`src/rtl/uart_board_pkg.sv`:
```
// Shared types and timing constants for the UART board harness.
// Repeat-FSM state encoding and default 20 MHz timing values.
package uart_board_pkg;

   typedef enum logic [1:0] {
      IDLE   = 2'd0,
      DELAY  = 2'd1,
      REPEAT = 2'd2
   } rpt_state_t;

   localparam int CLK_HZ              = 20_000_000;
   localparam int DEBOUNCE_10MS       = 200_000;
   localparam int REPEAT_DELAY_500MS  = 10_000_000;
   localparam int REPEAT_PERIOD_100MS = 2_000_000;

   // Counter width for a counter that holds 0 .. n-1 (never below 1 bit).
   function automatic int cnt_w(input int n);
      return (n > 1) ? $clog2(n) : 1;
   endfunction

   function automatic int max_i(input int a, input int b);
      return (a > b) ? a : b;
   endfunction

endpackage

```
`src/rtl/btn_debounce_chan.sv`:
```
// One button channel: optional inversion, 2-FF synchroniser,
// debounce counter, press/release pulses and hold-to-repeat FSM.
// Ports:
//   clk, rst     : clock, synchronous active-high reset
//   btn_raw      : asynchronous raw pin
//   btn_level    : debounced pressed level
//   btn_press    : 1-cycle pulse on accepted press
//   btn_release  : 1-cycle pulse on accepted release
//   btn_repeat   : 1-cycle pulse per auto-repeat tick
//   btn_event    : press | repeat, registered
module btn_debounce_chan
   import uart_board_pkg::*;
#(
   parameter int DEBOUNCE_CYCLES = DEBOUNCE_10MS,
   parameter int REPEAT_EN       = 1,
   parameter int REPEAT_DELAY    = REPEAT_DELAY_500MS,
   parameter int REPEAT_PERIOD   = REPEAT_PERIOD_100MS,
   parameter int ACTIVE_LOW      = 0
) (
   input  logic clk,
   input  logic rst,
   input  logic btn_raw,
   output logic btn_level,
   output logic btn_press,
   output logic btn_release,
   output logic btn_repeat,
   output logic btn_event
);

   localparam int DW = cnt_w(DEBOUNCE_CYCLES);
   localparam int TW = cnt_w(max_i(REPEAT_DELAY, REPEAT_PERIOD));

   localparam logic [DW-1:0] DB_LAST  = DW'(DEBOUNCE_CYCLES - 1);
   localparam logic [TW-1:0] DLY_LOAD = TW'(REPEAT_DELAY - 1);
   localparam logic [TW-1:0] PER_LOAD = TW'(REPEAT_PERIOD - 1);
   localparam logic          INV      = (ACTIVE_LOW != 0);
   localparam logic          RPT_ON   = (REPEAT_EN != 0);

   logic          raw_in;
   logic          s1;
   logic          s2;
   logic          stable;
   logic [DW-1:0] cnt;
   logic          mismatch;
   logic          accept;
   logic          rise;
   logic          fall;

   rpt_state_t    state_q;
   rpt_state_t    state_d;
   logic [TW-1:0] timer_q;
   logic [TW-1:0] timer_d;
   logic          rpt_d;

   // Inversion happens before the synchroniser so a held
   // active-low button looks identical to an active-high one.
   assign raw_in = btn_raw ^ INV;

   always_ff @(posedge clk) begin
      if (rst) begin
         s1 <= 1'b0;
         s2 <= 1'b0;
      end else begin
         s1 <= raw_in;
         s2 <= s1;
      end
   end

   assign mismatch = s2 ^ stable;
   assign accept   = mismatch && (cnt == DB_LAST);
   assign rise     = accept && !stable;
   assign fall     = accept && stable;

   // Any cycle of agreement clears the count, so only an
   // uninterrupted run of DEBOUNCE_CYCLES mismatches is accepted.
   always_ff @(posedge clk) begin
      if (rst) begin
         stable      <= 1'b0;
         cnt         <= '0;
         btn_press   <= 1'b0;
         btn_release <= 1'b0;
      end else begin
         btn_press   <= rise;
         btn_release <= fall;
         if (accept) begin
            stable <= ~stable;
            cnt    <= '0;
         end else if (mismatch) begin
            cnt <= cnt + DW'(1);
         end else begin
            cnt <= '0;
         end
      end
   end

   assign btn_level = stable;

   always_ff @(posedge clk) begin
      if (rst) begin
         state_q    <= IDLE;
         timer_q    <= '0;
         btn_repeat <= 1'b0;
         btn_event  <= 1'b0;
      end else begin
         state_q    <= state_d;
         timer_q    <= timer_d;
         btn_repeat <= rpt_d;
         btn_event  <= rise | rpt_d;
      end
   end

   // The FSM loads its timer on the same edge that raises
   // btn_press, so the first tick lands REPEAT_DELAY cycles later.
   // A release wins over a timer expiry in the same cycle.
   always_comb begin
      state_d = state_q;
      timer_d = timer_q;
      rpt_d   = 1'b0;
      unique case (state_q)
         IDLE: begin
            if (rise && RPT_ON) begin
               state_d = DELAY;
               timer_d = DLY_LOAD;
            end
         end
         DELAY, REPEAT: begin
            if (fall) begin
               state_d = IDLE;
               timer_d = '0;
            end else if (timer_q == '0) begin
               rpt_d   = 1'b1;
               state_d = REPEAT;
               timer_d = PER_LOAD;
            end else begin
               timer_d = timer_q - TW'(1);
            end
         end
         default: begin
            state_d = IDLE;
            timer_d = '0;
         end
      endcase
   end

endmodule

```
`src/rtl/btn_debounce_repeat.sv`:
```
// Board push-button conditioner: N_BTN independent debounced
// channels with press/release pulses and hold-to-repeat.
// Ports:
//   clk, rst     : clock, synchronous active-high reset
//   btn_raw      : asynchronous raw button pins
//   btn_level    : debounced pressed levels (1 = pressed)
//   btn_press    : 1-cycle pulses on accepted press
//   btn_release  : 1-cycle pulses on accepted release
//   btn_repeat   : 1-cycle auto-repeat pulses while held
//   btn_event    : btn_press | btn_repeat, registered
module btn_debounce_repeat
   import uart_board_pkg::*;
#(
   parameter int N_BTN           = 5,
   parameter int DEBOUNCE_CYCLES = DEBOUNCE_10MS,
   parameter int REPEAT_EN       = 1,
   parameter int REPEAT_DELAY    = REPEAT_DELAY_500MS,
   parameter int REPEAT_PERIOD   = REPEAT_PERIOD_100MS,
   parameter int ACTIVE_LOW      = 0
) (
   input  logic             clk,
   input  logic             rst,
   input  logic [N_BTN-1:0] btn_raw,
   output logic [N_BTN-1:0] btn_level,
   output logic [N_BTN-1:0] btn_press,
   output logic [N_BTN-1:0] btn_release,
   output logic [N_BTN-1:0] btn_repeat,
   output logic [N_BTN-1:0] btn_event
);

   for (genvar i = 0; i < N_BTN; i++) begin : g_chan
      btn_debounce_chan #(
         .DEBOUNCE_CYCLES (DEBOUNCE_CYCLES),
         .REPEAT_EN       (REPEAT_EN),
         .REPEAT_DELAY    (REPEAT_DELAY),
         .REPEAT_PERIOD   (REPEAT_PERIOD),
         .ACTIVE_LOW      (ACTIVE_LOW)
      ) u_chan (
         .clk         (clk),
         .rst         (rst),
         .btn_raw     (btn_raw[i]),
         .btn_level   (btn_level[i]),
         .btn_press   (btn_press[i]),
         .btn_release (btn_release[i]),
         .btn_repeat  (btn_repeat[i]),
         .btn_event   (btn_event[i])
      );
   end

endmodule
```
`config.mk`:
```
export PLATFORM = sky130hd
export DESIGN_NAME = btn_debounce_repeat
export DESIGN_NICKNAME = d
export VERILOG_FILES = /design/src/rtl/uart_board_pkg.sv /design/src/rtl/btn_debounce_chan.sv /design/src/rtl/btn_debounce_repeat.sv
export SDC_FILE = /design/constraint.sdc
export NUM_CORES = 1
export LEC_CHECK = 0
export ABC_AREA = 1
export CAP_MARGIN = 25
export CORE_MARGIN = 4
export CORE_UTILIZATION = 60
export DETAILED_ROUTE_END_ITERATION = 6
export HOLD_SLACK_MARGIN = 0.1
export PLACE_DENSITY_LB_ADDON = 0.3
export SLEW_MARGIN = 20
export SYNTH_ARGS = -nofsm -noshare
export SYNTH_HDL_FRONTEND = slang
export SYNTH_SLANG_ARGS = --single-unit
```
`constraint.sdc`:
```
create_clock -name clk -period 3.4 [get_ports clk]
set_clock_uncertainty 0.1 [all_clocks]
set_input_delay 0.51 -clock clk [delete_from_list [all_inputs] [get_ports clk]]
set_output_delay 0.51 -clock clk [all_outputs]
set_load 0.01 [all_outputs]
```
==> results of run 1 <==
cells in the final DEF, fill, tap and decap left out, types with 7 or more instances in the layout:
cell | synthesis | routed
nor2_1 | 367 | 367
xnor2_1 | 24 | 24
xor2_1 | 65 | 65
nand2_2 | 8 | 8
o21ai_0 | 74 | 74
nand4_1 | 60 | 60
clkbuf_8 | 0 | 9
nor4_1 | 7 | 7
clkdlybuf4s50_1 | 0 | 30
nand2_1 | 471 | 471
a21oi_1 | 140 | 140
nor3b_1 | 9 | 9
clkbuf_16 | 0 | 29
dfxtp_1 | 255 | 255
inv_1 | 299 | 299
or2_2 | 22 | 22
ha_1 | 30 | 30
nor3_1 | 50 | 50
nand3_1 | 178 | 178
buf_4 | 31 | 7
nor2_2 | 11 | 11
worst register-to-register path, cell delays in order, from the launching register on:
cell,delay [ns]
dfxtp_1,0.38
ha_1,0.19
nand2_1,0.08
nor2_2,0.14
nand2_1,0.10
nor2_2,0.16
nand4_1,0.17
nand2_1,0.23
nand2_1,0.19
nor2_4,0.36
nand2_1,0.11
a21oi_1,0.14
state kept, by name, summed over array words and instances (netlist names):
register,count
g_chan.u_chan.cnt,90
g_chan.u_chan.state_q,10
g_chan.u_chan.s2,5
g_chan.u_chan.s1,5
g_chan.u_chan.btn_level,5
g_chan.u_chan.btn_release,5
g_chan.u_chan.btn_repeat,5
g_chan.u_chan.timer_q,120
g_chan.u_chan.btn_event,5
g_chan.u_chan.btn_press,5
per-layer routing:
layer  global-route usage (%)  part of all wire, %  vias up
li1                         -                    -     6970
met1                     32.4                   45     6127
met2                     42.0                   47      387
met3                     3.44                  5.8       67
met4                     6.79                  2.3        0
met5                        0                    0        -
kinds of logic (layout without fill, tap and decap cells):
kind of cell	after synthesis	after routing
AOI/OAI and AO/OA	234	234
xor gates and xnor gates	90	90
adders and majority gates	30	30
buffers and inverters	369	393
DFF	255	255
and+or+nand+nor	1217	1217
final timing paths:
check	from	endpoint	slack, ns	cells past startpoint
worst max-delay path	g_chan[2].u_chan.cnt[0]	g_chan[2].u_chan.timer_q[15]	0.97	11
worst max register to register	g_chan[2].u_chan.cnt[0]	g_chan[2].u_chan.timer_q[15]	0.97	11
worst min register to register	g_chan[2].u_chan.s1	g_chan[2].u_chan.s2	0.31	2
worst min-delay path	g_chan[2].u_chan.s1	g_chan[2].u_chan.s2	0.31	2
report_power, final:
part	switching, mW	leakage, nW	internal [mW]
sequential	0.186	2.06	3.17
clock	1.21	0.489	1.97
combinational	2.84	4.27	1.50
total	4.23	6.81	6.64
stage by stage:
stage	power (mW)	setup slack, ns	instance area (µm²)	hold slack, ns
final	10.9	0.966	15700	0.314
after detailed placement	7.65	1.01	14800	0.301
after floorplan	6.79	1.51	14400	0.288
after global routing	11.7	0.686	15700	0.325
after global placement	7.59	1.11	14800	0.294
after CTS	10.9	0.981	15700	0.320
final cells by class:
| class | count | area (µm²) | area share, % |
|---|---|---|---|
| clock inverter | 9 | 126 | 0.803 |
| sequential | 255 | 5100 | 32.4 |
| timing repair buffer | 37 | 353 | 2.24 |
| inverter | 305 | 1150 | 7.29 |
| tap | 319 | 399 | 2.53 |
| clock buffer | 42 | 865 | 5.49 |
| multi-input combinational | 1571 | 7750 | 49.2 |
==> impl_metrics.ini, run 1 <==
[run_status]
outcome = finished clean

[route]
drc_errors = 0
drt_iter0_markers = 1123
num_vias = 13600
wl_per_cell_um = 12.7
drt-total-wl_mm = 32.3
antenna_violating_nets_post_route = 0
vias_per_cell = 5.34
first_pass_iters = 5

[synth]
synth_largest_area_cell = dfxtp_1
yosys_warnings = 0
synth_compound_area_share_pct = 8.47
synthAdderAreaFrac_pct = 2.61
synth_edf_count = 0
synthMuxAreaShare_pct = 0
syn_nets = 2232
ys_seq_area_share_pct = 35.4
synth_most_common_cell = nand2_1
netlist_area_mm2 = 0.0144
ys_seq_elements = 255
syn_area_per_cell_um2 = 6.56
ys_types = 48
synth_top_family_by_area = simple AND/OR/NAND/NOR gates
synth_cells = 2195
synthXorXnorAreaFrac_pct = 5.53
yosys-top-cells-count = nand2_1 (471), nor2_1 (367), inv_1 (299)
synth_ff_type = dfxtp_1
postSynth.asyncResetShare_pct = 0
synth-simple-area-share_pct = 37.2
yosys-top-cells-area = dfxtp_1 (35%), nand2_1 (12%), nor2_1 (9.6%)
yosys.area.top_type_share_pct = 35.4

[layout]
n_fill_cell = 2112
final_core_util_pct = 66.9
drive_above_1_share_pct = 5.63
nets = 2235
synthToLayoutAreaGrowth_pct = 9.34
insertedDiodeCount = 0
fin_cells = 2538

[critical_path]
crit_arrival_ns = 2.79
critical_path.top_delay_family = simple AND/OR/NAND/NOR gates
required_ns = 3.76
crit_path_start_kind = flop
cp_max_fo = 14
crit_buf_inv = 0
crit_chain = ha_1, nand2_1, nor2_2, nand2_1, nor2_2, nand4_1, nand2_1, nand2_1, nor2_4, nand2_1, a21oi_1
path_common_cell = nand2_1
cpMaxStageDelayCell = dfxtp_1
critPathKind = flop to flop
worst_setup_path_end_kind = flop
slowest_delay_ns = 0.38

[cts]
root_buffer = clkbuf_16
numCtsBuffers = 28
cts_tree = done
ctsResizeCount = 0
clk_pin_slew_ns = 0.06
cts_hold_buf = 0
clock-sinks = 255
cts_setup_buffers = 0
cts_max_path_buffers = 3
h-tree-depth = 1
worstSkewPairLatency_ns = 0.55

[place]
dpl.cell_count = 2487
portBuffers = 31
place_congestion = 0.957
hpwlAfterDp_mm = 22.8

[timing]
slew_headroom_pct = 49.1
rsz0062_at_grt = no
tightest_slew_ns = 0.761
min_period_ns = 2.43
setup_viol = 0
hold_violations = 0
fmax_ghz = 0.411
fin_tns_setup_ns = 0
timing.final.crit_share_pct = 71.6
slew_viol_final = 0

[pwr]
pwr_density_cell_mw_per_mm2 = 691
p_leak_nw = 6.81
ir_worst_vdd_uv = 493

[floorplanning]
dieWidth_um = 163
coreArea_mm2 = 0.0235
chipHeight_um = 163
die-area_mm2 = 0.0265
num_rows = 56
io_pins = 32
initial_utilization_pct = 61.2

[global_route]
grt_pass1_wl_mm = 56.8
grtUsageTotal_pct = 24.5
antenna_found_initial = 0
grt_start_max_net_pins = 63
gr-total-overflow = 0
grt_pass1_vias = 12800

[worst_hold_path]
hold_path.class = flop to flop

[job]
drv_cap = 0
Note: power is estimated with default switching activity, not from simulation.
==> run 2, diff against run 1 <==
clock period = 2.45 ns   (was 3.4 ns; I/O delays follow)
==> run 2 against run 1 <==
First-iteration DRC count down 11%. Worst setup slack worse by 0.74 ns. Fmax grew 9.7%. Largest power group unchanged. Critical endpoint is now g_chan[1].u_chan.timer_q[14]. Via count shrank 0.52%.
==> impl_metrics.ini, run 2 (synthesized netlist as in run 1, its figures left out) <==
[timing]
slew_viol_final = 0
hold_violations = 0
min_period_ns = 2.22
timing.final.crit_share_pct = 90.6
fmax_ghz = 0.451
setup_viol = 0
fin_tns_setup_ns = 0
tightest_slew_ns = 0.544
slew_headroom_pct = 63.8
rsz0062_at_grt = yes

[critical_path]
crit_path_start_kind = flop
critPathKind = flop to flop
cpMaxStageDelayCell = dfxtp_1
critical_path.top_delay_family = simple AND/OR/NAND/NOR gates
worst_setup_path_end_kind = flop
crit_arrival_ns = 2.53
cp_max_fo = 19
r2r_slack_ns = 0.23
slowest_delay_ns = 0.37
path_common_cell = nand2_2
crit_buf_inv = 2
required_ns = 2.76
crit_chain = ha_1, nand3_2, nor3_2, inv_1, nor2_2, nand2_2, nand2_2, inv_2, o211ai_4, nor2_1

[route]
first_pass_iters = 5
vias_per_cell = 5.28
drc_errors = 0
drt-total-wl_mm = 32.7
num_vias = 13500
drt_iter0_markers = 998
antenna_violating_nets_post_route = 0
wl_per_cell_um = 12.8

[floorplanning]
io_pins = 32
die-area_mm2 = 0.0265
chipHeight_um = 163
coreArea_mm2 = 0.0235
dieWidth_um = 163
initial_utilization_pct = 61.2
num_rows = 56

[place]
portBuffers = 31
place_congestion = 0.916
dpl.cell_count = 2506
hpwlAfterDp_mm = 23.5

[layout]
insertedDiodeCount = 0
synthToLayoutAreaGrowth_pct = 10.1
nets = 2254
final_cell_mix = nand2_1 (470), nor2_1 (366), inv_1 (299)
reg_top3 = g_chan.u_chan.timer_q: 120 flops, g_chan.u_chan.cnt: 90 flops, g_chan.u_chan.state_q: 10 flops
drive_above_1_share_pct = 6.31
largest_reg_flops = 120
fin_cells = 2554
n_fill_cell = 2098
final_common_cell = nand2_1
top_register = g_chan.u_chan.timer_q

[global_route]
grt_pass1_vias = 12600
grt_start_max_net_pins = 121
antenna_found_initial = 0
gr-total-overflow = 0
grt_pass1_wl_mm = 56.2
grtUsageTotal_pct = 24.4

[run_status]
outcome = finished clean

[pwr]
p_leak_nw = 6.88
p_int_mw = 9.16
p_total_mw = 15.0
swShare_pct = 39.0
pwr_density_cell_mw_per_mm2 = 948
p_comb_share_pct = 41.5
ir_worst_vdd_uv = 840
clockPowerShare_pct = 27.5
power_switching_mw = 5.86
power_frac_seq_pct = 31.0

[cts]
clk_pin_slew_ns = 0.06
root_buffer = clkbuf_16
cts_hold_buf = 0
worstSkewPairLatency_ns = 0.53
h-tree-depth = 1
clock-sinks = 255
numCtsBuffers = 27
cts_max_path_buffers = 3
cts_tree = done

[worst_hold_path]
hold_path.class = primary input to flop

[job]
drv_cap = 0
## run 2: cell type report
cell class	instances	area (µm²)	share of cell area, %
inverters	305	1150	7.24
well taps	319	399	2.52
clock buffers	40	785	4.95
clock inverters	7	113	0.710
repair buffers	57	528	3.33
flip-flops and latches	255	5100	32.2
multi-input cells	1571	7770	49.0
## run 2: worst reg2reg max path, cell delays in order (launching register included)
cell and delay [ns]:
dfxtp_1 0.37, ha_1 0.21, nand3_2 0.13, nor3_2 0.16, inv_1 0.09, nor2_2 0.14
nand2_2 0.11, nand2_2 0.22, inv_2 0.23, o211ai_4 0.28, nor2_1 0.08
## run 2: routing by layer
metal  up-vias  global-route usage, %  share of wire (%)
met5         -                      0                  0
met4         0                   6.67                2.2
met3        57                   3.24                4.6
met2       324                   42.5                 48
met1      6102                   31.8                 45
li1       6997                      -                  -
## run 2: repair_timing
item / in CTS / in global routing
endpoints found under the hold margin: 0 / 0
setup endpoints to repair: 0 / 22
setup buffers: 0 / 1
resized for setup: 0 / 6
## run 2: worst paths after layout
| kind | startpoint | to | cells past startpoint |
|---|---|---|---|
| worst min register to register | g_chan[3].u_chan.s1 | g_chan[3].u_chan.s2 | 2 |
| worst max register to register | g_chan[1].u_chan.cnt[0] | g_chan[1].u_chan.timer_q[14] | 10 |
| worst min-delay path | rst | g_chan[2].u_chan.cnt[10] | 4 |
| worst max-delay path | g_chan[1].u_chan.cnt[0] | g_chan[1].u_chan.timer_q[14] | 10 |
## run 2: power groups by stage
stage / Combinational [mW] / Clock (mW) / Sequential (mW)
2_1_floorplan: 4.75 / 0 / 4.67
3_3_place_gp: 6.04 / 0 / 4.74
3_5_place_dp: 6.11 / 0 / 4.74
4_1_cts: 6.17 / 4.21 / 4.66
5_1_grt: 7.07 / 4.39 / 4.69
6_report: 6.23 / 4.13 / 4.66
## run 2: metrics by stage
step / worst slack [ns] / utilization (%) / cell area, µm² / hold WS (ns)
floorplan: 0.562 / - / 14400 / 0.288
global placement: 0.283 / 63.3 / 14900 / 0.294
detailed placement: 0.164 / 63.3 / 14900 / 0.297
CTS: 0.137 / 67.1 / 15800 / 0.243
global route: -0.00145 / 67.3 / 15900 / 0.262
finish: 0.231 / 67.3 / 15900 / 0.247
==> run 3, diff against run 2 <==
CORE_UTILIZATION = 40   (was 60)
==> run 3 against run 2 <==
Total power grew 5.4%. Critical path depth is the same. Wire length grew 3.1%. Core utilization shrank 22 points. Register-to-register slack lost 0.03 ns. Count of clock-buffer cells in the layout shrank 4. Hold slack is essentially flat. Global-route usage shrank 7.4 points. Design area grew 2.3%. Clock power grew 19%.
==> impl_metrics.ini, run 3 (synthesized netlist as in run 1, its figures left out) <==
[floorplanning]
dieWidth_um = 198
chipHeight_um = 198
coreArea_mm2 = 0.0356
die-area_mm2 = 0.0391
initial_utilization_pct = 40.5
io_pins = 32
num_rows = 69

[cts]
clk_pin_slew_ns = 0.06
worstSkewPairLatency_ns = 0.55
root_buffer = clkbuf_16
clock-sinks = 255
h-tree-depth = 1
cts_hold_buf = 0
cts_tree = done
cts_max_path_buffers = 3
numCtsBuffers = 30

[route]
drc_errors = 0
wl_per_cell_um = 12.5
num_vias = 13400
drt_iter0_markers = 795
first_pass_iters = 6
antenna_violating_nets_post_route = 0
drt-total-wl_mm = 33.7
vias_per_cell = 4.96

[layout]
nets = 2254
n_fill_cell = 3661
ff_latch_area_mm2 = 0.00510
synthToLayoutAreaGrowth_pct = 12.6
top_register = g_chan.u_chan.timer_q
fin_cells = 2702
multi_input_area_mm2 = 0.00776
final_common_cell = nand2_1
final_cell_mix = nand2_1 (471), nor2_1 (367), inv_1 (299)
largest_reg_flops = 120
reg_top3 = g_chan.u_chan.timer_q: 120 flops, g_chan.u_chan.cnt: 90 flops, g_chan.u_chan.state_q: 10 flops
drive_above_1_share_pct = 6.74
insertedDiodeCount = 0

[pwr]
ir_worst_vdd_uv = 706
pwr_density_cell_mw_per_mm2 = 976
p_leak_nw = 6.95
p_total_mw = 15.8

[critical_path]
path_common_cell = nand2_2
cpMaxStageDelayCell = dfxtp_1
crit-reg2reg-launch = g_chan[1].u_chan.cnt[0]
crit_buf_inv = 2
crit_chain = ha_1, nand3_2, nor3_2, inv_1, nor2_2, nand2_2, nand2_2, inv_2, o211ai_2, nor2_1
critical_path.top_delay_family = simple AND/OR/NAND/NOR gates
rr_worst_depth = 10
cp_max_fo = 19
critPathKind = flop to flop
crit_path_start_kind = flop
cp-endpoint = g_chan[1].u_chan.timer_q[14]
worst_setup_path_end_kind = flop
required_ns = 2.76
r2r_slack_ns = 0.20
r2r-end = g_chan[1].u_chan.timer_q[14]
slowest_delay_ns = 0.37
cp-startpoint = g_chan[1].u_chan.cnt[0]
cp.depth = 10
crit_arrival_ns = 2.57

[place]
dpl.cell_count = 2645
place_congestion = 0.876
hpwlAfterDp_mm = 24.3
portBuffers = 31

[worst_hold_path]
hold_path.class = primary input to flop

[global_route]
grt_pass1_vias = 12700
grtUsageTotal_pct = 16.9
gr-total-overflow = 0
grt_start_max_net_pins = 122
grt_pass1_wl_mm = 58.0
antenna_found_initial = 0

[timing]
slew_headroom_pct = 60.1
slew_viol_final = 0
tightest_slew_ns = 0.598
min_period_ns = 2.25
fmax_ghz = 0.444
hold_violations = 0
setup_viol = 0
fin_tns_setup_ns = 0
rsz0062_at_grt = yes
timing.final.crit_share_pct = 91.9

[job]
drv_cap = 0

[run_status]
outcome = finished clean
[run 3: how the worst min path moves through the flow]
stage,from,to,slack (ns),depth (start not counted)
2_1_floorplan,g_chan[0].u_chan.s1,g_chan[0].u_chan.s2,0.29,2
3_3_place_gp,g_chan[3].u_chan.s1,g_chan[3].u_chan.s2,0.29,2
3_5_place_dp,g_chan[3].u_chan.s1,g_chan[3].u_chan.s2,0.30,2
4_1_cts,btn_raw[3],g_chan[3].u_chan.s1,0.22,3
5_1_grt,btn_raw[4],g_chan[4].u_chan.s1,0.26,3
6_report,btn_raw[4],g_chan[4].u_chan.s1,0.25,3
[run 3: area by class of cell]
type	instances	share of cell area, %
Sequential cell	255	31.5
Clock inverter	20	1.70
Inverter	305	7.07
Timing Repair Buffer	54	3.19
Clock buffer	36	5.15
Tap cell	461	3.56
Multi-Input combinational cell	1571	47.9
[run 3: per-layer routing]
layer / vias to the layer above / GRT usage (%) / wire (µm)
met4: 0 / 4.26 / 606
li1: 7012 / - / -
met2: 199 / 29.6 / 15800
met5: - / 0 / 0
met1: 6148 / 22.2 / 16000
met3: 49 / 2.14 / 1260
[run 3: power by group]
part,switching (mW),internal [mW]
logic,4.05,2.20
clock network,1.85,3.07
registers,0.258,4.40
[run 3: through the flow]
| stage | setup slack [ns] | utilization, % | area [µm²] | hold slack, ns |
|---|---|---|---|---|
| 5_1_grt | -0.00635 | 45.6 | 16200 | 0.257 |
| 3_5_place_dp | 0.208 | 42.4 | 15100 | 0.301 |
| 3_3_place_gp | 0.295 | 42.4 | 15100 | 0.295 |
| 4_1_cts | 0.194 | 45.5 | 16200 | 0.224 |
| 6_report | 0.198 | 45.6 | 16200 | 0.247 |
| 2_1_floorplan | 0.562 | - | 14400 | 0.288 |
[run 3: worst register-to-register path, delay by kind of cell, from the launching register on]
| kind | cells | cell delay [ns] |
|---|---|---|
| simple gates | 6 | 0.83 |
| fa+ha+maj | 1 | 0.22 |
| flops | 1 | 0.37 |
| compound gates | 1 | 0.31 |
| buf+inv | 2 | 0.30 |
[run 3: what timing repair did]
item / 4_1_cts / 5_1_grt
setup endpoints to repair: 0 / 17
setup buffers: 0 / 1
resized for setup: 0 / 2
